--- src/rtl/control_pkg.sv ---
// control_pkg: shared types and encodings for the multicycle RISC-V control FSM.
//   state_t       : FSM state enumeration
//   OP_*          : supported major opcodes (IR[6:0])
//   F3_*          : branch funct3 codes
//   SRCB_*/ALUOP_*/PCSRC_* : datapath select encodings
package control_pkg;

    typedef enum logic [3:0] {
        FETCH,
        DECODE,
        MEM_ADDR,
        MEM_READ,
        MEM_WB,
        MEM_WRITE,
        EXEC_R,
        EXEC_I,
        ALU_WB,
        BRANCH,
        HALT
    } state_t;

    localparam logic [6:0] OP_R  = 7'b0110011;
    localparam logic [6:0] OP_I  = 7'b0010011;
    localparam logic [6:0] OP_LD = 7'b0000011;
    localparam logic [6:0] OP_SD = 7'b0100011;
    localparam logic [6:0] OP_BR = 7'b1100011;

    localparam logic [2:0] F3_BEQ = 3'b000;
    localparam logic [2:0] F3_BNE = 3'b001;

    localparam logic [1:0] SRCB_REGB = 2'b00;
    localparam logic [1:0] SRCB_FOUR = 2'b01;
    localparam logic [1:0] SRCB_IMM  = 2'b10;

    localparam logic [1:0] ALUOP_ADD   = 2'b00;
    localparam logic [1:0] ALUOP_SUB   = 2'b01;
    localparam logic [1:0] ALUOP_RTYPE = 2'b10;
    localparam logic [1:0] ALUOP_ITYPE = 2'b11;

    localparam logic [1:0] PCSRC_ALU  = 2'b00;
    localparam logic [1:0] PCSRC_AOUT = 2'b01;

endpackage

--- src/rtl/control_fsm.sv ---
// control_fsm: multicycle main control unit for the 64-bit RISC-V datapath.
// Sequences FETCH/DECODE/EXECUTE/MEM/WB from the IR opcode/funct3 and the
// instruction/data memory ready handshakes.
// Ports:
//   clk, reset                 : clock, synchronous active-high reset
//   opcode, funct3             : IR[6:0], IR[14:12]
//   imem_ready, dmem_ready     : memory handshakes
//   PCWrite..DMemWrite         : datapath control flags (Moore, ready-gated loads)
//   halted                     : unit is in HALT
//   retire                     : pulse on the last cycle of each instruction
//   instret                    : retired-instruction count (wraps)
module control_fsm
    import control_pkg::*;
#(
    parameter int CNT_W = 32
) (
    input  logic             clk,
    input  logic             reset,
    input  logic [6:0]       opcode,
    input  logic [2:0]       funct3,
    input  logic             imem_ready,
    input  logic             dmem_ready,
    output logic             PCWrite,
    output logic             PCWriteCond,
    output logic             BranchInv,
    output logic [1:0]       PCSource,
    output logic             ALUSrcA,
    output logic [1:0]       ALUSrcB,
    output logic [1:0]       ALUOp,
    output logic             LoadAOut,
    output logic             LoadRegA,
    output logic             LoadRegB,
    output logic             LoadMDR,
    output logic             RegWrite,
    output logic             MemToReg,
    output logic             IMemRead,
    output logic             IRWrite,
    output logic             DMemRead,
    output logic             DMemWrite,
    output logic             halted,
    output logic             retire,
    output logic [CNT_W-1:0] instret
);

    state_t           state_q, state_d;
    logic [CNT_W-1:0] instret_q;

    assign instret = instret_q;

    always_comb begin
        state_d     = state_q;
        PCWrite     = 1'b0;
        PCWriteCond = 1'b0;
        BranchInv   = 1'b0;
        PCSource    = PCSRC_ALU;
        ALUSrcA     = 1'b0;
        ALUSrcB     = SRCB_REGB;
        ALUOp       = ALUOP_ADD;
        LoadAOut    = 1'b0;
        LoadRegA    = 1'b0;
        LoadRegB    = 1'b0;
        LoadMDR     = 1'b0;
        RegWrite    = 1'b0;
        MemToReg    = 1'b0;
        IMemRead    = 1'b0;
        IRWrite     = 1'b0;
        DMemRead    = 1'b0;
        DMemWrite   = 1'b0;
        halted      = 1'b0;
        retire      = 1'b0;

        unique case (state_q)
            FETCH: begin
                IMemRead = 1'b1;
                ALUSrcB  = SRCB_FOUR;
                if (imem_ready) begin
                    IRWrite = 1'b1;
                    PCWrite = 1'b1;
                    state_d = DECODE;
                end
            end
            DECODE: begin
                // ALUOut <= PC + imm: branch target ready before BRANCH
                LoadRegA = 1'b1;
                LoadRegB = 1'b1;
                LoadAOut = 1'b1;
                ALUSrcB  = SRCB_IMM;
                unique case (opcode)
                    OP_LD, OP_SD: state_d = MEM_ADDR;
                    OP_R:         state_d = EXEC_R;
                    OP_I:         state_d = EXEC_I;
                    OP_BR:        state_d = BRANCH;
                    default:      state_d = HALT;
                endcase
            end
            MEM_ADDR: begin
                ALUSrcA  = 1'b1;
                ALUSrcB  = SRCB_IMM;
                LoadAOut = 1'b1;
                state_d  = (opcode == OP_LD) ? MEM_READ : MEM_WRITE;
            end
            MEM_READ: begin
                DMemRead = 1'b1;
                LoadMDR  = dmem_ready;
                if (dmem_ready) state_d = MEM_WB;
            end
            MEM_WB: begin
                RegWrite = 1'b1;
                MemToReg = 1'b1;
                retire   = 1'b1;
                state_d  = FETCH;
            end
            MEM_WRITE: begin
                DMemWrite = 1'b1;
                if (dmem_ready) begin
                    retire  = 1'b1;
                    state_d = FETCH;
                end
            end
            EXEC_R: begin
                ALUSrcA  = 1'b1;
                ALUSrcB  = SRCB_REGB;
                ALUOp    = ALUOP_RTYPE;
                LoadAOut = 1'b1;
                state_d  = ALU_WB;
            end
            EXEC_I: begin
                ALUSrcA  = 1'b1;
                ALUSrcB  = SRCB_IMM;
                ALUOp    = ALUOP_ITYPE;
                LoadAOut = 1'b1;
                state_d  = ALU_WB;
            end
            ALU_WB: begin
                RegWrite = 1'b1;
                retire   = 1'b1;
                state_d  = FETCH;
            end
            BRANCH: begin
                ALUSrcA  = 1'b1;
                ALUSrcB  = SRCB_REGB;
                ALUOp    = ALUOP_SUB;
                PCSource = PCSRC_AOUT;
                if (funct3 == F3_BEQ || funct3 == F3_BNE) begin
                    PCWriteCond = 1'b1;
                    BranchInv   = funct3[0];
                    retire      = 1'b1;
                    state_d     = FETCH;
                end else begin
                    state_d = HALT;
                end
            end
            HALT: begin
                halted = 1'b1;
            end
            default: state_d = HALT;
        endcase

        // Reset suppresses every side effect so an interrupted instruction
        // leaves no trace; selects park at their FETCH values.
        if (reset) begin
            PCWrite     = 1'b0;
            PCWriteCond = 1'b0;
            LoadAOut    = 1'b0;
            LoadRegA    = 1'b0;
            LoadRegB    = 1'b0;
            LoadMDR     = 1'b0;
            RegWrite    = 1'b0;
            IMemRead    = 1'b0;
            IRWrite     = 1'b0;
            DMemRead    = 1'b0;
            DMemWrite   = 1'b0;
            retire      = 1'b0;
            halted      = 1'b0;
            MemToReg    = 1'b0;
            BranchInv   = 1'b0;
            PCSource    = PCSRC_ALU;
            ALUSrcA     = 1'b0;
            ALUSrcB     = SRCB_FOUR;
            ALUOp       = ALUOP_ADD;
        end
    end

    always_ff @(posedge clk) begin
        if (reset) begin
            state_q   <= FETCH;
            instret_q <= '0;
        end else begin
            state_q <= state_d;
            if (retire) instret_q <= instret_q + {{(CNT_W-1){1'b0}}, 1'b1};
        end
    end

endmodule

--- config.mk ---
export PLATFORM = sky130hd
export DESIGN_NAME = control_fsm
export DESIGN_NICKNAME = d
export VERILOG_FILES = /design/src/rtl/control_pkg.sv /design/src/rtl/control_fsm.sv
export SDC_FILE = /design/constraint.sdc
export NUM_CORES = 1
export LEC_CHECK = 0
export ABC_AREA = 1
export BUFFER_PORTS_ARGS = -buffer_cell sky130_fd_sc_hd__buf_2
export CORE_AREA = 2 2 74 76
export CTS_CLUSTER_DIAMETER = 40
export CTS_CLUSTER_SIZE = 24
export DETAILED_ROUTE_END_ITERATION = 16
export DIE_AREA = 0 0 76 78
export PLACE_DENSITY = 0.75
export SYNTH_ARGS = -nofsm -noshare
export SYNTH_HDL_FRONTEND = slang
export SYNTH_SLANG_ARGS = --single-unit
--- constraint.sdc ---
create_clock -name clk -period 2 [get_ports clk]
set_clock_uncertainty 0.1 [all_clocks]
set_input_delay 0.3 -clock clk [delete_from_list [all_inputs] [get_ports clk]]
set_output_delay 0.3 -clock clk [all_outputs]
set_load 0.01 [all_outputs]
; ---- Word-level counts from Yosys, hierarchy flattened
; Index checks and enable logic that the tools add are counted.
[word_totals]
elab_cells = 78
ff_bits = 36
input_bits = 14
[op_classes]
n_mux = 45
n_eq_ne = 19
add_sub_neg = 1
n_bitwise = 1
n_reduce_logical = 10
[op_table]
columns = operator, count
row1 = case mux 4 bit (9 select lines), 1
row2 = "adder 32 x 1 -> 32 bit, second input constant", 1
row3 = 2-to-1 mux 1 bit, 32
row4 = "equality test 4 x 3 -> 1 bit, second input constant", 4
row5 = 2-to-1 mux 4 bit, 4
row6 = case mux 4 bit (4 select lines), 1
row7 = "equality test 7 x 6 -> 1 bit, second input constant", 2
row8 = "equality test 4 bit, second input constant", 3
row9 = "equality test 4 x 2 -> 1 bit, second input constant", 2
row10 = OR reduction 4 bit, 2
row11 = "equality test 7 x 2 -> 1 bit, second input constant", 1
row12 = "equality test 7 x 5 -> 1 bit, second input constant", 1
row13 = "equality test 7 bit, second input constant", 1
row14 = 2-to-1 mux 2 bit, 3
row15 = "inequality test 2 bit, second input constant", 3
row16 = case mux 2 bit (3 select lines), 1
row17 = OR reduction 2 bit, 3
row18 = "equality test 4 x 1 -> 1 bit, second input constant", 1
row19 = zero test 4 bit, 1
row20 = case mux 2 bit (2 select lines), 1
row21 = AND reduction 4 bit, 1
row22 = "equality test 3 x 1 -> 1 bit, second input constant", 1
row23 = zero test 3 bit, 1
row24 = 2-to-1 mux 3 bit, 1
row25 = other kinds (4), 4

; ---- Logic depth before layout (Yosys ltp)
; Gate-level depths: netlist of the first run.
[logic_depth]
ltp_word = 5
depth_mapped = 11
ltp_nobuf = 11

; ---- Least setup slack after synthesis of the first run
; No wires, ideal clock.
[synth_path]
path_type = register -> register
startpoint = reg instret_q[0] (netlist: instret[0])
endpoint = reg instret_q[22] (netlist: instret[22])
n_path_buf = 0
arrival_ns = 1.399
slack_ns = 0.389
stages_incl_launch_ff = 11
path_cell_list = dfxtp_1 -> ha_1 -> inv_1 -> nor2_1 -> nand2_1 -> nor2_1 -> nand2_1 -> nor2_1 -> nand2_1 -> nor2_1 -> nor2_1
[synth_between]
elab_chain_cells = 1
[synth_lines]
columns = item, line
row1 = from (decl), control_fsm.sv:46  ; logic [CNT_W-1:0] instret_q;
row2 = from (signal assigned), control_fsm.sv:190  ; if (retire) instret_q <= instret_q + {{(CNT_W-1){1'b0}}, 1'b1};
row3 = adder 32 x 1 -> 32 bit, control_fsm.sv:190
; Every way passes these cells.
; A chain may end at the register's enable or synchronous reset.

; ---- Worst setup path in the final report of the first run
[layout_path]
startpoint = reg state_q[3]
endpoint = out retire
[layout_between]
elab_chain_cells = 4
[layout_lines]
columns = item, line
row1 = from (decl), control_fsm.sv:45  ; state_t state_q, state_d;
row2 = from (signal assigned), control_fsm.sv:189  ; state_q <= state_d;
row3 = equality test 4 bit or equality test 4 x 3 -> 1 bit (tied branches), control_fsm.sv:72  ; unique case (state_q)
row4 = OR reduction 2 bit (no line), n/a
row5 = case mux 1 bit (3 select lines) *, control_fsm.sv:72
row6 = 2-to-1 mux 1 bit *, control_fsm.sv:161  ; if (reset) begin
row7 = to (decl), control_fsm.sv:41  ; output logic retire,
; Every way passes the cells marked *; elsewhere a longest branch is shown, timed or not.

==> results.md, run 1 <==
- R2R depth: 9
- Crit path time final: 1.89 ns
- Antenna diode count: 0
- Worst hold slack: 0.259 ns
- Max-cap violations: 0
- Worst-path clk slew: about 0.060 ns
- Cells after synthesis: around 440
- Nets: 523
- Setup Slack @ Placement: 0.205 ns
- Number of routed nets with antenna violations: 0
- Routed via count: between 2000 and 3000
- CTS tree: built
- CP most frequent cell: nand2_1
- Syn Nets: between 400 and 500
- First-pass GRT wire length: 10700 um
- Hold Vio Cnt, Final: 0
- Total gr overflow: 0
- Peak supply drop: 0.467 mV
- Area Overhead vs Synth: 22.9%
- DIE HEIGHT: 78 um
- DRT Pass-1 Iters: 4
- Post-Synthesis Cell Area: 2470 sq um
- GR Util All Layers: 21.7%
- CP Cell Sequence: inv_1 -> nand2_1 -> nand2_1 -> nand2_1 -> nand3_4 -> buf_2
- Worst-path fanout max: 7
- # DRC: 0
- Synth Flop Type: dfxtp_1
- Hold_buf cts: 0
- Hold WC Path Type: input port to flop
- CTS Buf Count: 5
- Worst Hold Path Cells: 4
- Max clock buf depth: 2
- Synth area leader: dfxtp_1
- Fmax: 0.529 GHz
- Max incr delay on CP: 0.38 ns
- Layout cells sized above 1: 19.5%
- Cell variety after synth: 25
- Initial DRC count: between 200 and 250
- #FFs+latches synth: 36
- Crit path launch type: flop
- Async set-reset flop share out of synthesis: 0%
- Filler Cells Inserted: 508
- Critical path class: flop to output pin
- CP delay by family, top: simple AND/OR/NAND/NOR gates
- Max Slew Vio Count: 0
- RSZ-0062 raised after global routing: true
- DR vias/cell: 4.96
- CTS H-tree depth: 2
- Initial antenna violation count: 0
- Clk sinks: 36
- Root buf cell: clkbuf_8
- GP Congestion: about 0.89
- Status: finished clean
- Commonest cells in the synthesized netlist: 158 x nand2_1, 89 x nor2_1, 44 x inv_1
- Largest cells by area after synthesis: dfxtp_1 29%, nand2_1 24%, nor2_1 14%
- Post-synth EDFFs: 0
- Wire length per cell: 11.2 um
- Synth warn: 0
- CP Depth: 6
- Final setup viols: 0
- Data required, critical path: about 1.6 ns
- Mean post-synth cell area: 5.64 sq um
- CP max stage cell: dfxtp_1
- Leak: 1.34 nW
- Largest net degree at the start of global routing: 25
- IO Port Bufs: 66
- Die area: a little under 6000 sq um
- Detail Placement HPWL: 4880 um
- Setup WS post-layout: 0.111 ns
- Chip width: 76 um
- Top-area cell type share of the netlist area: between 20% and 30%
- Arr. time, crit path: 1.49 ns
- Critical Path End Type: output pin
- Cell Rows: 26
- Most frequent cell after synthesis: nand2_1
- Period utilization: 94.4%
- CP bufs+invs: 2
- Fin util: approximately 60%
- Starting Density: 48.9%
- Core Region: around 5000 sq um
- Worst skew pair latency: approximately 0.28 ns
- Total wire length: 6480 um
- Sequential cell area fraction in the yosys report: 29.2%
- Top-level I/O count: 68
- Power Density: just over 700 nW/um^2
- Vias in the first global route: 2428
[layout make-up]
type	instances	area (sq um)	share of cell area, %
clock buffer	7	96.3	3.18
inverter	47	179	5.90
multi-input combinational	342	1540	50.8
sequential	36	722	23.8
tap	70	87.6	2.89
timing repair buffer	76	405	13.4
[layer usage]
metal  up-vias  track usage (%)  share of wire [%]
met5         -                0                  0
met4         0             5.64               0.82
met3         6             3.72                6.1
met2        82             37.2                 48
met1      1287             28.4                 45
li1       1492                -                  -
[power breakdown]
group	total [mW]	internal, mW	switching (mW)
Clock	0.552	0.307	0.246
Combinational	0.796	0.283	0.513
Sequential	0.823	0.762	0.0606
Total	2.17	1.35	0.819
[cells by family (layout without fill, tap and decap cells)]
kind of cell | after synthesis | count (layout) | synth area share [%]
AND/OR/NAND/NOR | 288 | 289 | 47.5
buffers and inverters | 60 | 130 | 10.7
other | 1 | 1 | 0.152
flip-flops | 36 | 36 | 29.2
AO/OA/AOI/OAI | 41 | 41 | 8.32
adder cells (fa/ha/maj) | 1 | 1 | 0.507
XOR/XNOR | 10 | 10 | 3.55
[through the flow]
stage,instances,setup TNS (ns),instance area (sq um),total power [mW]
5_1_grt,578,-0.00851,3030,2.33
3_5_place_dp,566,0,2840,1.51
2_1_floorplan,437,0,2470,1.34
6_report,578,0,3030,2.17
3_3_place_gp,566,0,2840,1.50
4_1_cts,573,-0.00612,2950,2.09
[placed cells by master, fill, tap and decap left out]
cell	count
conb_1	1
nor2_4	4
o21ai_0	9
nor2_2	1
nor2_1	86
inv_1	44
nand2_1	157
dfxtp_2	1
a21oi_1	32
nand3b_1	2
nand3_4	2
nand3_1	22
nand4_1	5
clkbuf_8	7
buf_4	10
nand3_2	2
xnor2_1	3
nand2_2	2
xor2_1	7
inv_4	1
nor3_4	1
ha_1	1
dfxtp_1	35
nor3_1	4
inv_2	2
nor3b_1	1
buf_2	66
[final timing paths]
path,startpoint,slack [ns],end
max reg2reg,state_q[3],0.19,instret[24]
min reg2reg,instret[7],0.40,instret[7]
min,dmem_ready,0.26,state_q[0]
max,state_q[3],0.11,retire
[registers in the layout (all words and copies together) (netlist names)]
name     cells
instret     32
state_q      4
[worst min-delay path, delay by kind of cell]
kind	cells	cell delay, ns
AO/OA/AOI/OAI	1	0.05
buffers and inverters	2	0.18
AND/OR/NAND/NOR	1	0.07
[what timing repair did]
| action | 4_1_cts | 5_1_grt |
|---|---|---|
| cloned | 0 | 1 |
| pin swaps | 1 | 2 |
| gates resized for setup | 3 | 11 |
| buffers inserted | 0 | 4 |
| setup endpoints to repair | 4 | 11 |
(Power assumes the default switching activity.)
==> run 2, diff against run 1 <==
CELL_PAD_IN_SITES_DETAIL_PLACEMENT = 1   (was not set)
CELL_PAD_IN_SITES_GLOBAL_PLACEMENT = 1   (was not set)
CORE_AREA = 2 2 87 89   (was 2 2 74 76)
DIE_AREA = 0 0 89 91   (was 0 0 76 78)
PLACE_DENSITY = not set   (was 0.75)
PLACE_DENSITY_LB_ADDON = 0.1   (was not set)
RECOVER_POWER = 50   (was not set)
REMOVE_ABC_BUFFERS = 1   (was not set)
==> run 2 against run 1 <==
  * Count of clock-buffer cells in the layout shrank 1
  * Setup slack lost 0.014 ns
  * Sequential share of layout area grew 0.46 points
  * Wire length grew 22%
  * Die area grew 37%
  * Non-clock buffer count shrank 1
  * Flip-flop and latch count is the same
  * Worst hold slack lost 0.0029 ns
  * Sequential power is essentially flat
  * Largest cell class unchanged
  * Highest routed layer unchanged
==> results.md, run 2 (synthesis gave the netlist of run 1 again) <==
- Core Region: 7140 sq um
- Gate power share: 37.8%
- Routed via count: 2834
- Peak supply drop: 0.504 mV
- Filler Cells Inserted: between 1000 and 1500
- Crit path time final: about 1.9 ns
- Most frequent cells in the layout: 157 x nand2_1, 86 x nor2_1, 44 x inv_1
- Top-level I/O count: 68
- CTS Buf Count: 5
- Initial DRC count: 100
- Max clock buf depth: 2
- IO Port Bufs: 66
- Worst skew pair latency: 0.28 ns
- Net Switching: 842 uW
- Power Density: between 700 and 800 nW/um^2
- Worst Hold Path Cells: 4
- Number of routed nets with antenna violations: 0
- Max incr delay on CP: between 0.3 and 0.4 ns
- Largest net degree at the start of global routing: 30
- Period utilization: 95.1%
- Chip width: approximately 90 um
- GR Util All Layers: 20.0%
- CP max stage cell: dfxtp_1
- Total wire length: 7880 um
- Max-cap violations: 0
- RSZ-0062 raised after global routing: true
- Crit path launch type: flop
- CP bufs+invs: 2
- Max Slew Vio Count: 0
- Die area: 8100 sq um
- Critical Path End Type: output pin
- DIE HEIGHT: 91 um
- Root buf cell: clkbuf_8
- Layout cells sized above 1: between 10% and 20%
- Antenna diode count: 0
- Internal power: 1.28 mW
- Area Overhead vs Synth: 20.8%
- Sw Share: between 30% and 40%
- Cell Rows: 31
- Leak: 1.18 nW
- Wire length per cell: 13.0 um
- Vias in the first global route: 2817
- Data required, critical path: about 1.6 ns
- Worst-path fanout max: 7
- Non-Filler Instances: 605
- CP delay by family, top: simple AND/OR/NAND/NOR gates
- Critical path class: flop to output pin
- CTS H-tree depth: 2
- Most common cell after layout, fill and taps aside: nand2_1
- Cell area after placement: 2880 sq um
- CTS tree: built
- Cells after DPL: 594
- Arr. time, crit path: 1.50 ns
- Worst hold slack: 0.256 ns
- Worst-path clk slew: about 0.070 ns
- Hold WC Path Type: input port to flop
- Status: finished clean
- Clock power share: about a quarter
- Final setup viols: 0
- Fmax: about 0.53 GHz
- Clk sinks: 36
- Starting Density: 34.6%
- Total gr overflow: 0
- Nets: 521
- DRT Pass-1 Iters: 4
- First-pass GRT wire length: 13000 um
- Max reg flops: 32
- Post-route design area: 2980 sq um
- CP Cell Sequence: inv_1 -> nand2_2 -> nor3_4 -> nor2_1 -> a21oi_1 -> buf_2
- R2R depth: 11
- # DRC: 0
- Detail Placement HPWL: about 6200 um
- CP Depth: 6
- Initial antenna violation count: 0
- Hold Vio Cnt, Final: 0
- DR vias/cell: 4.68
- Flop pwr share: 38.8%
- GP Congestion: a little under 0.9
[run 2: cell count changes in the layout (fill, tap and decap cells not counted), moves of 2 or more]
cell,before,now
buf_4,10,7
nor2_4,4,1
buf_2,66,36
clkbuf_8,7,5
nor2_2,1,4
clkbuf_1,0,32
[run 2: layout make-up]
cell class,count,area (sq um),area share [%]
multi-input cells,341,1510,50.5
flip-flops and latches,36,723,24.3
repair buffers,75,369,12.4
inverters,47,179,6.01
clock buffers,6,72.6,2.44
clock inverters,1,5.00,0.168
well taps,99,124,4.16
[run 2: power groups by stage]
| stage | sequential, mW | combinational (mW) | clock, mW |
|---|---|---|---|
| 4_1_cts | 0.817 | 0.766 | 0.519 |
| 2_1_floorplan | 0.825 | 0.439 | 0 |
| 5_1_grt | 0.834 | 0.887 | 0.554 |
| 3_3_place_gp | 0.832 | 0.710 | 0 |
| 3_5_place_dp | 0.832 | 0.720 | 0 |
| 6_report | 0.825 | 0.803 | 0.497 |
[run 2: per-stage QoR]
step | power (mW) | worst slack (ns) | utilization, % | setup TNS, ns
final | 2.13 | 0.0971 | 41.7 | 0
after global routing | 2.27 | -0.0231 | 41.7 | -0.0316
after CTS | 2.10 | 0.00985 | 41.9 | 0
after detailed placement | 1.55 | 0.165 | 40.4 | 0
after global placement | 1.54 | 0.162 | 40.4 | 0
after floorplan | 1.26 | 0.357 | - | 0
[run 2: path summary, 6_finish.rpt]
path,start,slack [ns],endpoint
setup / recovery,state_q[3],0.1,ALUSrcA
hold / removal,dmem_ready,0.26,state_q[0]
setup reg to reg,state_q[1],0.19,instret[22]
hold reg to reg,instret[0],0.40,instret[0]
[run 2: per-layer routing]
metal  GRT usage (%)  up-vias  part of all wire, %
met5               0        -                    0
met4            4.10        0                  1.0
met1            27.2     1306                   49
met3            3.91        6                  2.7
li1                -     1481                    -
met2            32.8       41                   47
[run 2: repair_timing]
action	4_1_cts	5_1_grt
gates resized for setup	2	9
buffers inserted	3	1
endpoints found under the setup margin	4	25
hold buffers	0	0
pin swaps	1	1
[run 2: worst min-delay path: stages]
cell	delay (ns)
buf_2	0.09
inv_1	0.07
nand2_1	0.07
a21oi_1	0.06
==> run 3, diff against run 2 <==
CORE_AREA = 2 2 86 88   (was 2 2 87 89)
CTS_BUF_LIST = sky130_fd_sc_hd__clkbuf_8   (was not set)
DIE_AREA = 0 0 88 90   (was 0 0 89 91)
TNS_END_PERCENT = 10   (was not set)
==> run 3 against run 2 <==
  * Combinational power shrank 3.2%
  * Largest cell class unchanged
  * Final cell count unchanged
  * Critical path depth unchanged
==> results.md, run 3 (synthesis gave the netlist of run 1 again) <==
- Max Slew Vio Count: 0
- Setup WS post-layout: 0.0545 ns
- Nets: 520
- Root buf cell: clkbuf_8
- Worst-path clk slew: 0.08 ns
- Starting Density: 35.1%
- Initial antenna violation count: 0
- DRT Pass-1 Iters: 4
- Setup Slack @ Placement: 0.146 ns
- Wire length per cell: roughly 13 um
- GR Util All Layers: 21.1%
- Non-Filler Instances: 605
- RSZ-0062 raised after global routing: true
- Routed via count: 2852
- Flop pwr share: 38.2%
- Core Region: 7020 sq um
- Power Density: 728 nW/um^2
- Worst r2r src: state_q[1]
- Max-cap violations: 0
- Total gr overflow: 0
- Number of routed nets with antenna violations: 0
- Hold WC Path Type: input port to flop
- Critical path class: flop to output pin
- Total wire length: a little under 8000 um
- R2r setup slk: 0.11 ns
- Hold Vio Cnt, Final: 0
- Max clock buf depth: 2
- Fmax: between 0.5 and 0.6 GHz
- IO Port Bufs: 66
- Area Overhead vs Synth: 20.6%
- Antenna diode count: 0
- Total power: 2.17 mW
- Arr. time, crit path: 1.55 ns
- Detail Placement HPWL: 6230 um
- Hold Crit Start: reset
- Largest net degree at the start of global routing: 29
- Crit path time final: just under 2 ns
- Data required, critical path: approximately 1.6 ns
- Most frequent cells in the layout: 157 x nand2_1, 88 x nor2_1, 44 x inv_1
- Top-level I/O count: 68
- Die area: 7920 sq um
- Layout cells sized above 1: 12.3%
- Internal power: between 1 and 1.5 mW
- CTS tree: built
- DR vias/cell: between 4 and 5
- First-pass GRT wire length: 13500 um
- Most common cell after layout, fill and taps aside: nand2_1
- Hold Path End: instret[9]
- CTS H-tree depth: 2
- Post-route design area: 2970 sq um
- Peak supply drop: 0.369 mV
- Worst skew pair latency: roughly 0.29 ns
- Crit path launch type: flop
- Leak: 1.17 nW
- Clk sinks: 36
- Sum Neg Setup Slack: 0 ns
- Reg2Reg Capture Point: instret[22]
- Chip width: 88 um
- Sw Share: 39.6%
- Clock power share: 26.0%
- Net Switching: around 860 uW
- Fin util: 42.4%
- Max reg flops: 32
- DIE HEIGHT: 90 um
- Worst Hold Path Cells: 2
- R2R depth: 11
- Worst hold slack: ~0.19 ns
- Final setup viols: 0
- Vias in the first global route: 2879
- Cell area after placement: approximately 2900 sq um
- Gate power share: 35.9%
- Cells after DPL: 594
- Worst-path fanout max: 5
- CTS Buf Count: 5
- Period utilization: 97.3%
- Hold_buf cts: 0
- Cell Rows: 31
- Initial DRC count: between 70 and 80
- Status: finished clean
- # DRC: 0
- Critical Path End Type: output pin
- GP Congestion: 0.839
run 3: critical path: stages, from the launching register on:
cell and delay, ns:
dfxtp_1 0.36, inv_2 0.13, nand2_2 0.10, nor2_1 0.23, nand3_2 0.15, nand3_4 0.14
buf_2 0.15
run 3: worst max path at each step:
| stage | from | to | slack, ns | depth (start not counted) |
|---|---|---|---|---|
| final | state_q[1] | retire | 0.05 | 6 |
| after global routing | state_q[2] | ALUSrcB[1] | -0.08 | 6 |
| after CTS | state_q[2] | LoadAOut | -0.007 | 6 |
| after detailed placement | state_q[2] | LoadAOut | 0.15 | 6 |
| after global placement | state_q[2] | ALUSrcA | 0.17 | 6 |
| after floorplan | state_q[3] | instret[10] | 0.36 | 8 |
run 3: power groups by stage:
| stage | sequential [mW] | combinational (mW) | clock (mW) |
|---|---|---|---|
| detailed placement | 0.833 | 0.719 | 0 |
| finish | 0.827 | 0.777 | 0.562 |
| CTS | 0.818 | 0.749 | 0.581 |
| global route | 0.831 | 0.878 | 0.610 |
| floorplan | 0.825 | 0.439 | 0 |
| global placement | 0.834 | 0.709 | 0 |
run 3: final cells by class:
| cell class | count | area, sq um |
|---|---|---|
| fillers | 1020 | 4050 |
| clock inverters | 2 | 10.0 |
| repair buffers | 74 | 355 |
| clock buffers | 6 | 82.6 |
| flip-flops and latches | 36 | 723 |
| well taps | 99 | 124 |
| inverters | 47 | 179 |
| multi-input cells | 341 | 1500 |
run 3: repair_timing:
action                     in CTS  in global routing
setup endpoints to repair       4                 12
setup buffers                   2                  1
resized for setup               1                  8
pin swaps                       1                  1
run 3: layer usage:
metal	routed length (um)	track usage [%]
met5	0	0
met4	71	4.62
met3	260	2.66
met2	3790	35.0
met1	3830	29.0
